`src/rtl/mux_scan_nx1.sv`:
```
// rtl/mux_scan_nx1.sv - registered N-to-1 mux with channel mask and round-robin auto scan
// Manual mode is a direct registered select; auto mode dwells dwell+1 cycles per eligible channel.
module mux_scan_nx1 #(
  parameter int NUM_CH = 8,
  parameter int WIDTH  = 4,
  parameter int SEL_W  = $clog2(NUM_CH),
  parameter int DW_W   = 4
) (
  input  logic                    clk,
  input  logic                    rst,
  input  logic                    en,
  input  logic                    mode,
  input  logic [SEL_W-1:0]        sel,
  input  logic [NUM_CH-1:0]       ch_mask,
  input  logic [NUM_CH*WIDTH-1:0] din,
  input  logic [DW_W-1:0]         dwell,
  output logic [WIDTH-1:0]        dout,
  output logic                    dout_valid,
  output logic [SEL_W-1:0]        cur_ch,
  output logic                    wrap
);

  typedef enum logic {ST_DWELL, ST_NONE} state_t;

  state_t            r_state;
  logic [SEL_W-1:0]  r_cur_ch;
  logic [DW_W-1:0]   r_cnt;
  logic [WIDTH-1:0]  r_dout;
  logic              r_valid;
  logic              r_wrap;

  logic [WIDTH-1:0]  w_ch [NUM_CH];
  logic [SEL_W-1:0]  w_up;
  logic [SEL_W-1:0]  w_low;
  logic              w_up_found;
  logic [SEL_W-1:0]  w_adv;
  logic              w_cur_elig;
  logic              w_sel_ok;

  state_t            w_state_nx;
  logic [SEL_W-1:0]  w_ch_nx;
  logic [DW_W-1:0]   w_cnt_nx;
  logic [WIDTH-1:0]  w_dout_nx;
  logic              w_valid_nx;
  logic              w_wrap_nx;

  always_comb begin
    for (int i = 0; i < NUM_CH; i++) begin
      w_ch[i] = din[i*WIDTH +: WIDTH];
    end
  end

  // Descending sweep: the last hit is the lowest index, both overall and above cur_ch.
  always_comb begin
    w_up       = '0;
    w_low      = '0;
    w_up_found = 1'b0;
    for (int i = NUM_CH - 1; i >= 0; i--) begin
      if (ch_mask[i]) begin
        w_low = SEL_W'(i);
        if (i > int'(r_cur_ch)) begin
          w_up       = SEL_W'(i);
          w_up_found = 1'b1;
        end
      end
    end
    w_adv = w_up_found ? w_up : w_low;
  end

  assign w_cur_elig = (int'(r_cur_ch) < NUM_CH) && ch_mask[r_cur_ch];
  assign w_sel_ok   = (int'(sel) < NUM_CH) && ch_mask[sel];

  always_comb begin
    w_state_nx = r_state;
    w_ch_nx    = r_cur_ch;
    w_cnt_nx   = r_cnt;
    w_dout_nx  = r_dout;
    w_valid_nx = 1'b0;
    w_wrap_nx  = 1'b0;
    if (en) begin
      if (!mode) begin
        w_state_nx = ST_DWELL;
        w_cnt_nx   = '0;
        w_ch_nx    = sel;
        w_valid_nx = w_sel_ok;
        w_dout_nx  = w_sel_ok ? w_ch[sel] : '0;
      end else if (ch_mask == '0) begin
        w_state_nx = ST_NONE;
        w_cnt_nx   = '0;
        w_dout_nx  = '0;
      end else begin
        w_state_nx = ST_DWELL;
        // A masked current channel or a shortened dwell both count as expiry.
        if (r_state == ST_NONE || !w_cur_elig || r_cnt >= dwell) begin
          w_ch_nx   = w_adv;
          w_cnt_nx  = '0;
          w_wrap_nx = (w_adv <= r_cur_ch);
        end else begin
          w_cnt_nx  = r_cnt + DW_W'(1);
        end
        w_valid_nx = 1'b1;
        w_dout_nx  = w_ch[w_ch_nx];
      end
    end
  end

  always_ff @(posedge clk or posedge rst) begin
    if (rst) begin
      r_state  <= ST_DWELL;
      r_cur_ch <= '0;
      r_cnt    <= '0;
      r_dout   <= '0;
      r_valid  <= 1'b0;
      r_wrap   <= 1'b0;
    end else begin
      r_state  <= w_state_nx;
      r_cur_ch <= w_ch_nx;
      r_cnt    <= w_cnt_nx;
      r_dout   <= w_dout_nx;
      r_valid  <= w_valid_nx;
      r_wrap   <= w_wrap_nx;
    end
  end

  assign dout       = r_dout;
  assign dout_valid = r_valid;
  assign cur_ch     = r_cur_ch;
  assign wrap       = r_wrap;

endmodule
```
`config.mk`:
```
export PLATFORM = sky130hd
export DESIGN_NAME = mux_scan_nx1
export DESIGN_NICKNAME = d
export VERILOG_FILES = /design/src/rtl/mux_scan_nx1.sv
export SDC_FILE = /design/constraint.sdc
export NUM_CORES = 1
export LEC_CHECK = 0
export ABC_CLOCK_PERIOD_IN_PS = 3700
export CAP_MARGIN = 20
export CORE_ASPECT_RATIO = 2
export CORE_MARGIN = 1
export CORE_UTILIZATION = 46
export DETAILED_ROUTE_END_ITERATION = 12
export GPL_TIMING_DRIVEN = 0
export PLACE_DENSITY = 0.83
export SLEW_MARGIN = 20
export SYNTH_ARGS = -nofsm -noshare
export SYNTH_HDL_FRONTEND = slang
export SYNTH_SLANG_ARGS = --single-unit
export TNS_END_PERCENT = 30
```
`constraint.sdc`:
```
create_clock -name clk -period 3.7 [get_ports clk]
set_input_delay 0.555 -clock clk [delete_from_list [all_inputs] [get_ports clk]]
set_output_delay 0.555 -clock clk [all_outputs]
set_load 0.02 [all_outputs]
```
==> results of run 1 <==
==> sequential cells by signal (all words and copies together), names as in the netlist <==
| signal | count |
|---|---|
| r_state | 1 |
| cur_ch | 3 |
| dout | 4 |
| dout_valid | 1 |
| wrap | 1 |
| r_cnt | 4 |
==> kinds of logic (layout without fill, tap and decap cells) <==
group / Yosys count / count (layout)
AOI/OAI and AO/OA: 55 / 55
and+or+nand+nor: 53 / 53
muxes: 35 / 35
buffers and inverters: 25 / 83
DFF: 14 / 14
adders and majority gates: 8 / 8
==> stage by stage <==
step | util, % | setup WS, ns
6_report | 66.5 | 0.431
5_1_grt | 66.5 | 0.320
3_3_place_gp | 65.0 | 0.183
3_5_place_dp | 65.0 | 0.161
2_1_floorplan | - | 0.890
4_1_cts | 66.5 | 0.422
==> worst paths after layout <==
path	start	to	slack [ns]	cells past startpoint
worst min register to register	r_state	r_state	0.50	2
max in group asynchronous	rst	dout[1]	2.71	2
worst max register to register	r_cnt[0]	dout[3]	0.69	11
worst min-delay path	r_state	r_state	0.50	2
worst max-delay path	dwell[0]	dout[3]	0.43	11
min in group asynchronous	rst	r_cnt[0]	0.64	2
==> critical path, stage by stage <==
cell,delay [ns]
clkdlybuf4s50_1,0.40
ha_1,0.28
nand2b_1,0.14
a211oi_1,0.29
o2111ai_2,0.23
a31o_1,0.29
mux2i_2,0.31
buf_6,0.22
mux2_2,0.34
a31oi_1,0.20
o211ai_1,0.12
==> area by class of cell <==
| type | instances | area (sq um) | share of cell area, % |
|---|---|---|---|
| Buffer | 13 | 78.8 | 3.25 |
| Clock buffer | 4 | 55.1 | 2.27 |
| Inverter | 12 | 45.0 | 1.86 |
| Multi-Input combinational cell | 151 | 1290 | 53.4 |
| Sequential cell | 14 | 350 | 14.4 |
| Tap cell | 49 | 61.3 | 2.53 |
| Timing Repair Buffer | 54 | 541 | 22.3 |
==> where the power goes <==
part	switching (W)	internal, W	total (W)
sequential	0.0000280	0.000184	0.000212
combinational	0.000319	0.000329	0.000648
clock	0.0000575	0.0000944	0.000152
total	0.000405	0.000607	0.00101
==> per-layer routing <==
layer	wire [um]	track usage [%]
met1	1640	26.0
met2	2990	49.8
met3	114	2.41
met4	176	12.7
met5	0	0
==> cells in the final DEF, fill, tap and decap left out, drive strengths merged, types with 2 or more instances in the layout <==
cell | netlist | final
ha | 8 | 8
o21ai | 8 | 8
a31oi | 4 | 4
nor2 | 16 | 16
clkdlybuf4s50 | 0 | 54
nor2b | 3 | 3
a211oi | 2 | 2
nand2b | 6 | 6
a32o | 2 | 2
mux4 | 12 | 12
dfrtp | 14 | 14
nand3 | 4 | 4
a22oi | 3 | 3
buf | 9 | 9
a21o | 2 | 2
a31o | 2 | 2
clkbuf | 4 | 8
o211ai | 5 | 5
nand2 | 12 | 12
inv | 11 | 11
a221o | 2 | 2
mux2 | 3 | 3
o21bai | 3 | 3
o2bb2ai | 3 | 3
a21oi | 9 | 9
a221oi | 3 | 3
mux2i | 20 | 20
nor3 | 3 | 3
==> summary.md, run 1 <==
| Metric | Value |
|---|---|
| Port Buffers | 54 |
| N_diodes | 0 |
| Hpwl dp | 4120 um |
| Vias in the first global route | 1887 |
| Simple-gate share of the synthesized area | 15.0% |
| Via count | 1807 |
| Final period util | 88.4% |
| Unrepaired setup endpoints after global routing | false |
| RD Place Congestion | 0.966 |
| Worst Skew | 0.00252 ns |
| Status | completed |
| Die area | 0.00411 sq mm |
| Reg clk slew, reported paths | 0.06 ns |
| Mapped Cells | 190 |
| Hold buffer count at cts | 0 |
| Nets | 308 |
| Post-Layout Inst Area | 0.00243 sq mm |
| CTS tree | built |
| Placed Area | 0.00237 sq mm |
| Crit. End Element | register |
| Core Area | 0.00365 sq mm |
| Fmax | 306 MHz |
| Post-synthesis adder-cell area fraction | 5.66% |
| Synth Cell Area | 0.00177 sq mm |
| Worst-path maximum fanout | 10 |
| 1st-iter DRT viols | 46 |
| Pwr Total | 0.00101 W |
| Worst-margin pin slew | 0.684 ns |
| Root Driver | clkbuf_8 |
| Synth Area in Compound Gates | 23.6% |
| Top cells by area, synth | dfrtp_1, mux4_2, mux2i_1 |
| Lkg Pwr | 1.01 nW |
| Synth area leader | dfrtp_1 |
| GRT Total Usage | 26.5% |
| Initial core utilization | 48.5% |
| Clock latency at the later pin of the worst-skew pair | 0.25 ns |
| # setup viols final | 0 |
| WS Path Type | in2reg |
| XOR/XNOR share of the synthesized area | 0% |
| Total CTS buffers | 3 |
| Syn avg cell area | 9.31 sq um |
| Max-slew violations | 0 |
| GRT overflow | 0 |
| VDD IR-drop max | 245 uV |
| Post-synth top cells | mux2i_1, nor2_1, dfrtp_1 |
| Syn Nets | 249 |
| Rel. slew slack | 54.2% |
| Final Hold Viols | 0 |
| Area Growth Syn to Fin | 37.1% |
| Seq/Total Area, Yosys | 19.8% |
| Layout cells sized above 1 | 14.5% |
| Setup TNS | 0 ns |
| PostCTS Resize Cnt | 0 |
| Largest net degree at the start of global routing | 15 |
| Pwr/cell area | 417 mW/mm^2 |
| Synth top area share | 19.8% |
| Asr flop ratio synth | 100% |
| First-pass GRT wire length | 8220 um |
| FP Rows | 31 |
| Critical Path AT | 3.39 ns |
| Startpoint Class | input port |
| Post-synth EDFFs | 0 |
| Clock Tree Buf Depth | 2 |
| # DRC | 0 |
| Clk sinks | 14 |
| Hold_ws | 0.502 ns |
| Most common cell in the netlist | mux2i_1 |
| CP required | 3.82 ns |
| Final WL | 4920 um |
| Main combinational cell family by area after synthesis | multiplexers |
| Yosys reg bits | 14 |
| Maxcap violations | 0 |
| Post-synthesis mux area share | 28.9% |
| Die H | 89.7 um |
| Via-to-Cell Ratio | 6.08 |
| Die X | 45.9 um |
| Ys Warns | 0 |
| Final min period | 3.27 ns |
| Initial antenna violation count | 0 |
| Non-Filler Instances | 297 |
| Fillers | 339 |
| Hold Crit Class | reg2reg |
| DRT Pass-1 Iters | 4 |
| Setup bufs post-CTS | 0 |
| I/O pin count | 60 |
| DRT antenna net count | 0 |
| WL/cell | 16.6 um |
| Netlist cell types | 54 |
| # H-tree levels | 1 |
| Placed Instances | 293 |
| Ys flop type | dfrtp_1 |
No activity file was read; power rests on OpenSTA's default activity.
==> run 2: changes to the inputs <==
==> config.mk (replaced) <==
export PLATFORM = sky130hd
export DESIGN_NAME = mux_scan_nx1
export DESIGN_NICKNAME = d
export VERILOG_FILES = /design/src/rtl/mux_scan_nx1.sv
export SDC_FILE = /design/constraint.sdc
export NUM_CORES = 1
export LEC_CHECK = 0
export ABC_CLOCK_PERIOD_IN_PS = 2700
export CAP_MARGIN = 20
export CORE_ASPECT_RATIO = 2
export CORE_MARGIN = 1
export CORE_UTILIZATION = 42
export DETAILED_ROUTE_END_ITERATION = 12
export GPL_TIMING_DRIVEN = 0
export PLACE_DENSITY = 0.8
export SYNTH_ARGS = -nofsm -noshare
export SYNTH_HDL_FRONTEND = slang
export SYNTH_SLANG_ARGS = --single-unit
export TNS_END_PERCENT = 30
==> constraint.sdc (replaced) <==
create_clock -name clk -period 2.7 [get_ports clk]
set_input_delay 0.405 -clock clk [delete_from_list [all_inputs] [get_ports clk]]
set_output_delay 0.405 -clock clk [all_outputs]
set_load 0.02 [all_outputs]
==> run 2 against run 1 <==
  * The flow now finishes with violations (setup timing)
  * Die area increased by 9.2%
  * Sequential share of layout area decreased by 0.48 points
  * Clock skew about the same
  * Power increased by 42%
  * Wire length increased by 5.7%
  * Global-route usage decreased by 0.87 points
  * First-iteration DRC count increased by 2.2%
  * Critical path depth unchanged
  * Final cell count increased by 2.7%
  * Clock power increased by 13%
  * Design area increased by 3.8%
  * Critical endpoint is now dout[2]
  * Largest power group unchanged
  * Highest routed layer unchanged
==> summary.md, run 2 (synthesis results as in run 1) <==
| Metric | Value |
|---|---|
| Setup TNS | -0.00490 ns (-0.00490 ns) |
| Internal | 0.000850 W (+40%) |
| RD Place Congestion | 0.956 (-1.0%) |
| Maxcap violations | 0 (unchanged) |
| P_sw | 0.000589 W (+46%) |
| Die area | 0.00449 sq mm (+9.2%) |
| Fillers | 385 (+14%) |
| CP required | 2.82 ns (-1.00 ns) |
| N_diodes | 0 (unchanged) |
| Die X | 47.9 um (+4.5%) |
| Final WL | 5210 um (+5.7%) |
| Via count | 1846 (+2.2%) |
| Clock Tree Buf Depth | 2 (unchanged) |
| Dpl ws | -0.665 ns (-0.827 ns) |
| Final period util | 100% |
| Pwr/cell area | 571 mW/mm^2 (+37%) |
| WS Path Type | reg2reg |
| Largest net degree at the start of global routing | 15 (unchanged) |
| Switching part of the total power | 40.9% (+0.95 points) |
| Fmax | 370 MHz |
| Clock latency at the later pin of the worst-skew pair | 0.25 ns (about the same) |
| WL/cell | 17.1 um (+3.0%) |
| GRT overflow | 0 (unchanged) |
| Commonest non-fill, non-tap cell in the layout | clkdlybuf4s50_1 |
| Max-slew violations | 0 (unchanged) |
| Vias in the first global route | 1885 (-0.11%) |
| Lkg Pwr | 1.06 nW (+4.6%) |
| Sequential power share | 20.3% (-0.7 points) |
| Die H | 93.8 um (+4.5%) |
| Pwr Total | 0.00144 W (+42%) |
| 1st-iter DRT viols | 47 (+2.2%) |
| Nets | 314 (+1.9%) |
| Startpoint Class | register |
| Hold Crit Class | in2async |
| Worst-path maximum fanout | 5 (-5) |
| Placed Area | 0.00237 sq mm (+0.16%) |
| DRT antenna net count | 0 (unchanged) |
| CTS tree | built |
| DRT Pass-1 Iters | 4 (unchanged) |
| Post-Layout Inst Area | 0.00252 sq mm (+3.8%) |
| Total CTS buffers | 3 (unchanged) |
| Clock share of power | 11.9% (-3.1 points) |
| Failing checks | setup timing |
| Unrepaired setup endpoints after global routing | true |
| # DRC | 0 (unchanged) |
| FP Rows | 33 (+6.5%) |
| Commonest cells after routing, fill and taps aside | clkdlybuf4s50_1, mux2i_1, nor2_1 |
| Reg clk slew, reported paths | 0.06 ns (about the same) |
| Root Driver | clkbuf_8 |
| Worst-margin pin slew | 0.663 ns (-0.0208 ns) |
| Core Area | 0.00405 sq mm (+11%) |
| Final core utilization | 62.2% (-4.3 points) |
| Rel. slew slack | 55.8% (+1.6 points) |
| Clk sinks | 14 (unchanged) |
| Port Buffers | 54 (unchanged) |
| Status | finished with violations |
| Crit. End Element | register |
| # setup viols final | 1 (+1) |
| VDD IR-drop max | 374 uV (+53%) |
| Initial core utilization | 43.7% (-4.8 points) |
| Initial antenna violation count | 0 (unchanged) |
| GRT Total Usage | 25.7% (-0.87 points) |
| # H-tree levels | 1 (unchanged) |
| First-pass GRT wire length | 8440 um (+2.6%) |
| I/O pin count | 60 (unchanged) |
| Worst Skew | 0.00289 ns (+0.000368 ns) |
| Hpwl dp | 4120 um (-0.16%) |
| Final min period | 2.70 ns |
| Layout cells sized above 1 | 20.6% (+6.0 points) |
| Via-to-Cell Ratio | 6.05 (-0.52%) |
| Final Worst Setup Slack | -0.00490 ns (-0.436 ns) |
| Logic pwr share | 67.8% (+3.8 points) |
| Area Growth Syn to Fin | 42.4% |
| Critical Path AT | 2.82 ns (-0.57 ns) |
| Final Hold Viols | 0 (unchanged) |
[run 2: worst max-delay path: stages, from the launching register on]
cell	delay, ns
dfrtp_1	0.39
inv_2	0.09
ha_4	0.19
nand2b_4	0.13
a211oi_2	0.20
o2111ai_2	0.17
a31o_1	0.28
mux2i_2	0.29
buf_6	0.18
mux4_2	0.50
nand2_1	0.08
o211ai_1	0.09
[run 2: final timing paths]
path	startpoint	endpoint	slack [ns]	cells past startpoint
min reg2reg	r_state	r_state	0.51	2
min in group clk	r_state	r_state	0.51	2
max in group asynchronous	rst	cur_ch[0]	1.81	2
max reg2reg	r_cnt[0]	dout[2]	-0.005	11
min	rst	r_state	0.50	2
max	r_cnt[0]	dout[2]	-0.005	11
[run 2: through the flow]
stage               instances  hold slack (ns)
floorplan                 190            0.294
global placement          296            0.483
detailed placement        296            0.502
CTS                       305            0.515
global route              305            0.543
finish                    305            0.501
[run 2: cell type report]
cell class                 instances  area, sq um  area share [%]
multi-input combinational        151         1360            54.0
inverter                          12         45.0            1.79
clock buffer                       3         41.3            1.64
tap                               52         65.1            2.58
timing repair buffer              60          573            22.8
sequential                        14          352            14.0
buffer                            13         81.3            3.23
[run 2: routing by layer]
metal,wire (um),global-route usage [%]
met5,0,0
met3,165,1.35
met2,3050,46.4
met1,1800,27.7
met4,185,12.3
[run 2: power groups by stage]
stage               logic (W)  clock network (W)  registers (W)
floorplan            0.000568                  0       0.000329
global placement     0.000872                  0       0.000294
detailed placement   0.000891                  0       0.000292
CTS                  0.000956           0.000171       0.000290
global route          0.00105           0.000182       0.000297
finish               0.000976           0.000172       0.000292
[run 2: timing repair]
| item | CTS | global route |
|---|---|---|
| hold buffers | 0 | 0 |
| endpoints found under the setup margin | 8 | 4 |
| pin swaps | 8 | 0 |
| gates cloned | 1 | 0 |
| gates resized for setup | 22 | 4 |
| setup buffers | 5 | 0 |
| hold endpoints to repair | 0 | 0 |
==> run 3: changes to the inputs <==
--- a/config.mk
+++ b/config.mk
@@ -12,6 +12,7 @@
 export CORE_UTILIZATION = 42
 export DETAILED_ROUTE_END_ITERATION = 12
 export GPL_TIMING_DRIVEN = 0
+export MAX_ROUTING_LAYER = met4
 export PLACE_DENSITY = 0.8
 export SYNTH_ARGS = -nofsm -noshare
 export SYNTH_HDL_FRONTEND = slang
==> run 3 against run 2 <==
  * The run still ends with setup timing left
  * First-iteration DRC count decreased by 26%
  * Setup slack worse by 0.048 ns
  * Flip-flop and latch count stayed put
  * Critical path depth is 2 higher
  * Non-clock buffer count is 1 higher
  * Power up 8.7%
  * Hold slack about the same
  * Sequential power hardly changed
  * Clock skew about the same
  * Sequential share of layout area is 0.50 points lower
==> summary.md, run 3 (synthesis results as in run 1) <==
| Metric | Value |
|---|---|
| Core Area | 0.00405 sq mm (unchanged) |
| Hold buffer count at cts | 0 (unchanged) |
| Nets | 315 (+0.32%) |
| Worst R2R Path Depth | 13 (+2) |
| Hold Crit Class | in2async |
| Final Hold Viols | 0 (unchanged) |
| Crit. End Element | register |
| Largest net degree at the start of global routing | 15 (unchanged) |
| Pwr/cell area | 601 mW/mm^2 (+5.2%) |
| Area of the multi-input gates | 0.00141 sq mm (+3.6%) |
| DRT antenna net count | 0 (unchanged) |
| Worst-margin pin slew | 0.571 ns (-0.0916 ns) |
| Failing checks | setup timing |
| GRT Total Usage | 26.8% (+1.1 points) |
| I/O pin count | 60 (unchanged) |
| Clock latency at the later pin of the worst-skew pair | 0.25 ns (about the same) |
| Dpl ws | -0.708 ns (-0.0427 ns) |
| N_diodes | 0 (unchanged) |
| Hpwl dp | 4230 um (+2.8%) |
| Vias in the first global route | 1926 (+2.2%) |
| Lkg Pwr | 1.08 nW (+2.6%) |
| DRT Pass-1 Iters | 4 (unchanged) |
| Fmax | 363 MHz (-1.7%) |
| GRT overflow | 0 (unchanged) |
| # DRC | 0 (unchanged) |
| Unrepaired setup endpoints after global routing | true |
| Placed Instances | 296 (unchanged) |
| Rel. slew slack | 61.9% (+6.1 points) |
| Final WL | 5480 um (+5.3%) |
| Die area | 0.00449 sq mm (unchanged) |
| Area Growth Syn to Fin | 47.1% |
| Worst Skew | 0.00284 ns (-0.0000469 ns) |
| FP Rows | 33 (unchanged) |
| Worst-path maximum fanout | 3 (-2) |
| Clock Tree Buf Depth | 2 (unchanged) |
| WL/cell | 17.8 um (+4.6%) |
| Initial core utilization | 43.7% (unchanged) |
| Fillers | 369 (-4.2%) |
| Port Buffers | 54 (unchanged) |
| Commonest non-fill, non-tap cell in the layout | clkdlybuf4s50_1 |
| WS Path Type | reg2reg |
| Initial antenna violation count | 0 (unchanged) |
| Max-slew violations | 0 (unchanged) |
| Commonest cells after routing, fill and taps aside | clkdlybuf4s50_1, mux2i_1, nor2_1 |
| Clk sinks | 14 (unchanged) |
| Maxcap violations | 0 (unchanged) |
| VDD IR-drop max | 331 uV (-12%) |
| FF/Latch Area | 350 sq um (-0.36%) |
| Layout cells sized above 1 | 22.7% (+2.2 points) |
| CTS tree | built |
| Root Driver | clkbuf_8 |
| Reg-to-Reg Start | r_cnt[0] |
| CP required | 2.84 ns (+0.02 ns) |
| Die X | 47.9 um (unchanged) |
| Status | finished with violations |
| First-pass GRT wire length | 8570 um (+1.6%) |
| R2r endpoint | dout[1] |
| 1st-iter DRT viols | 35 (-26%) |
| Via-to-Cell Ratio | 6.18 (+2.0%) |
| # setup viols final | 3 (+2) |
| Die H | 93.8 um (unchanged) |
| Hold_ws | 0.501 ns (-0.0000830 ns) |
| Reg clk slew, reported paths | 0.06 ns (about the same) |
| Startpoint Class | register |
| # H-tree levels | 1 (unchanged) |
| Critical Path AT | 2.89 ns (+0.07 ns) |
| Total CTS buffers | 3 (unchanged) |
| Non-Filler Instances | 307 (+0.66%) |
| Via count | 1896 (+2.7%) |
| RD Place Congestion | 0.949 (-0.70%) |
| Final min period | 2.75 ns (+0.0476 ns) |
| Final period util | 102% (+1.8 points) |
| Internal reg-to-reg setup slack | -0.05 ns (-0.05 ns) |
| Final Worst Setup Slack | -0.0525 ns (-0.0476 ns) |
[run 3: area by class of cell]
cell class / instances / share of cell area (%)
Tap cell: 52 / 2.50
Sequential cell: 14 / 13.5
Buffer: 12 / 2.60
Multi-Input combinational cell: 151 / 54.2
Timing Repair Buffer: 62 / 23.4
Inverter: 12 / 1.73
Clock buffer: 4 / 2.12
[run 3: how the worst max path moves through the flow]
stage	cells past startpoint	end	from
floorplan	11	dout[2]	r_cnt[0]
global placement	11	dout[2]	dwell[0]
detailed placement	11	dout[2]	dwell[0]
CTS	11	dout[2]	dwell[2]
global route	11	dout[2]	r_cnt[0]
finish	13	dout[1]	r_cnt[0]
[run 3: metal layers]
metal / global-route usage [%] / part of all wire (%) / up-vias
li1: - / - / 867
met1: 27.4 / 33 / 907
met2: 49.1 / 59 / 96
met3: 0.769 / 3.6 / 26
met4: 11.1 / 4.0 / 0
met5: - / 0 / -
[run 3: timing repair]
action                                  4_1_cts  5_1_grt
setup buffers                                 6        1
endpoints found under the setup margin        8        4
cloned                                        1        0
pin swaps                                     8        5
resized for setup                            23        7
[run 3: through the flow]
step                TNS, ns  power, W  utilization (%)  instance area (sq um)
CTS                       0   0.00149             63.0                   2550
floorplan                 0  0.000898                -                   1770
detailed placement    -4.32   0.00118             58.7                   2370
global placement      -4.08   0.00117             58.7                   2370
global route         -0.521   0.00165             64.3                   2600
finish               -0.131   0.00156             64.3                   2600
[run 3: report_power, final]
group,leakage [nW],internal [W],switching (W)
clock,0.0288,0.000129,0.0000792
combinational,0.876,0.000548,0.000514
sequential,0.179,0.000252,0.0000412
total,1.08,0.000930,0.000634
[run 3: worst max-delay path, cell delays in order, from the launching register on]
cell and delay (ns):
dfrtp_1 0.39, inv_2 0.09, ha_4 0.20, nand2b_4 0.13, a211oi_2 0.24, o2111ai_2 0.21
a31o_4 0.28, mux2i_4 0.21, buf_6 0.16, buf_12 0.11, buf_6 0.08, mux2i_1 0.16
a22oi_1 0.08, a221o_1 0.29
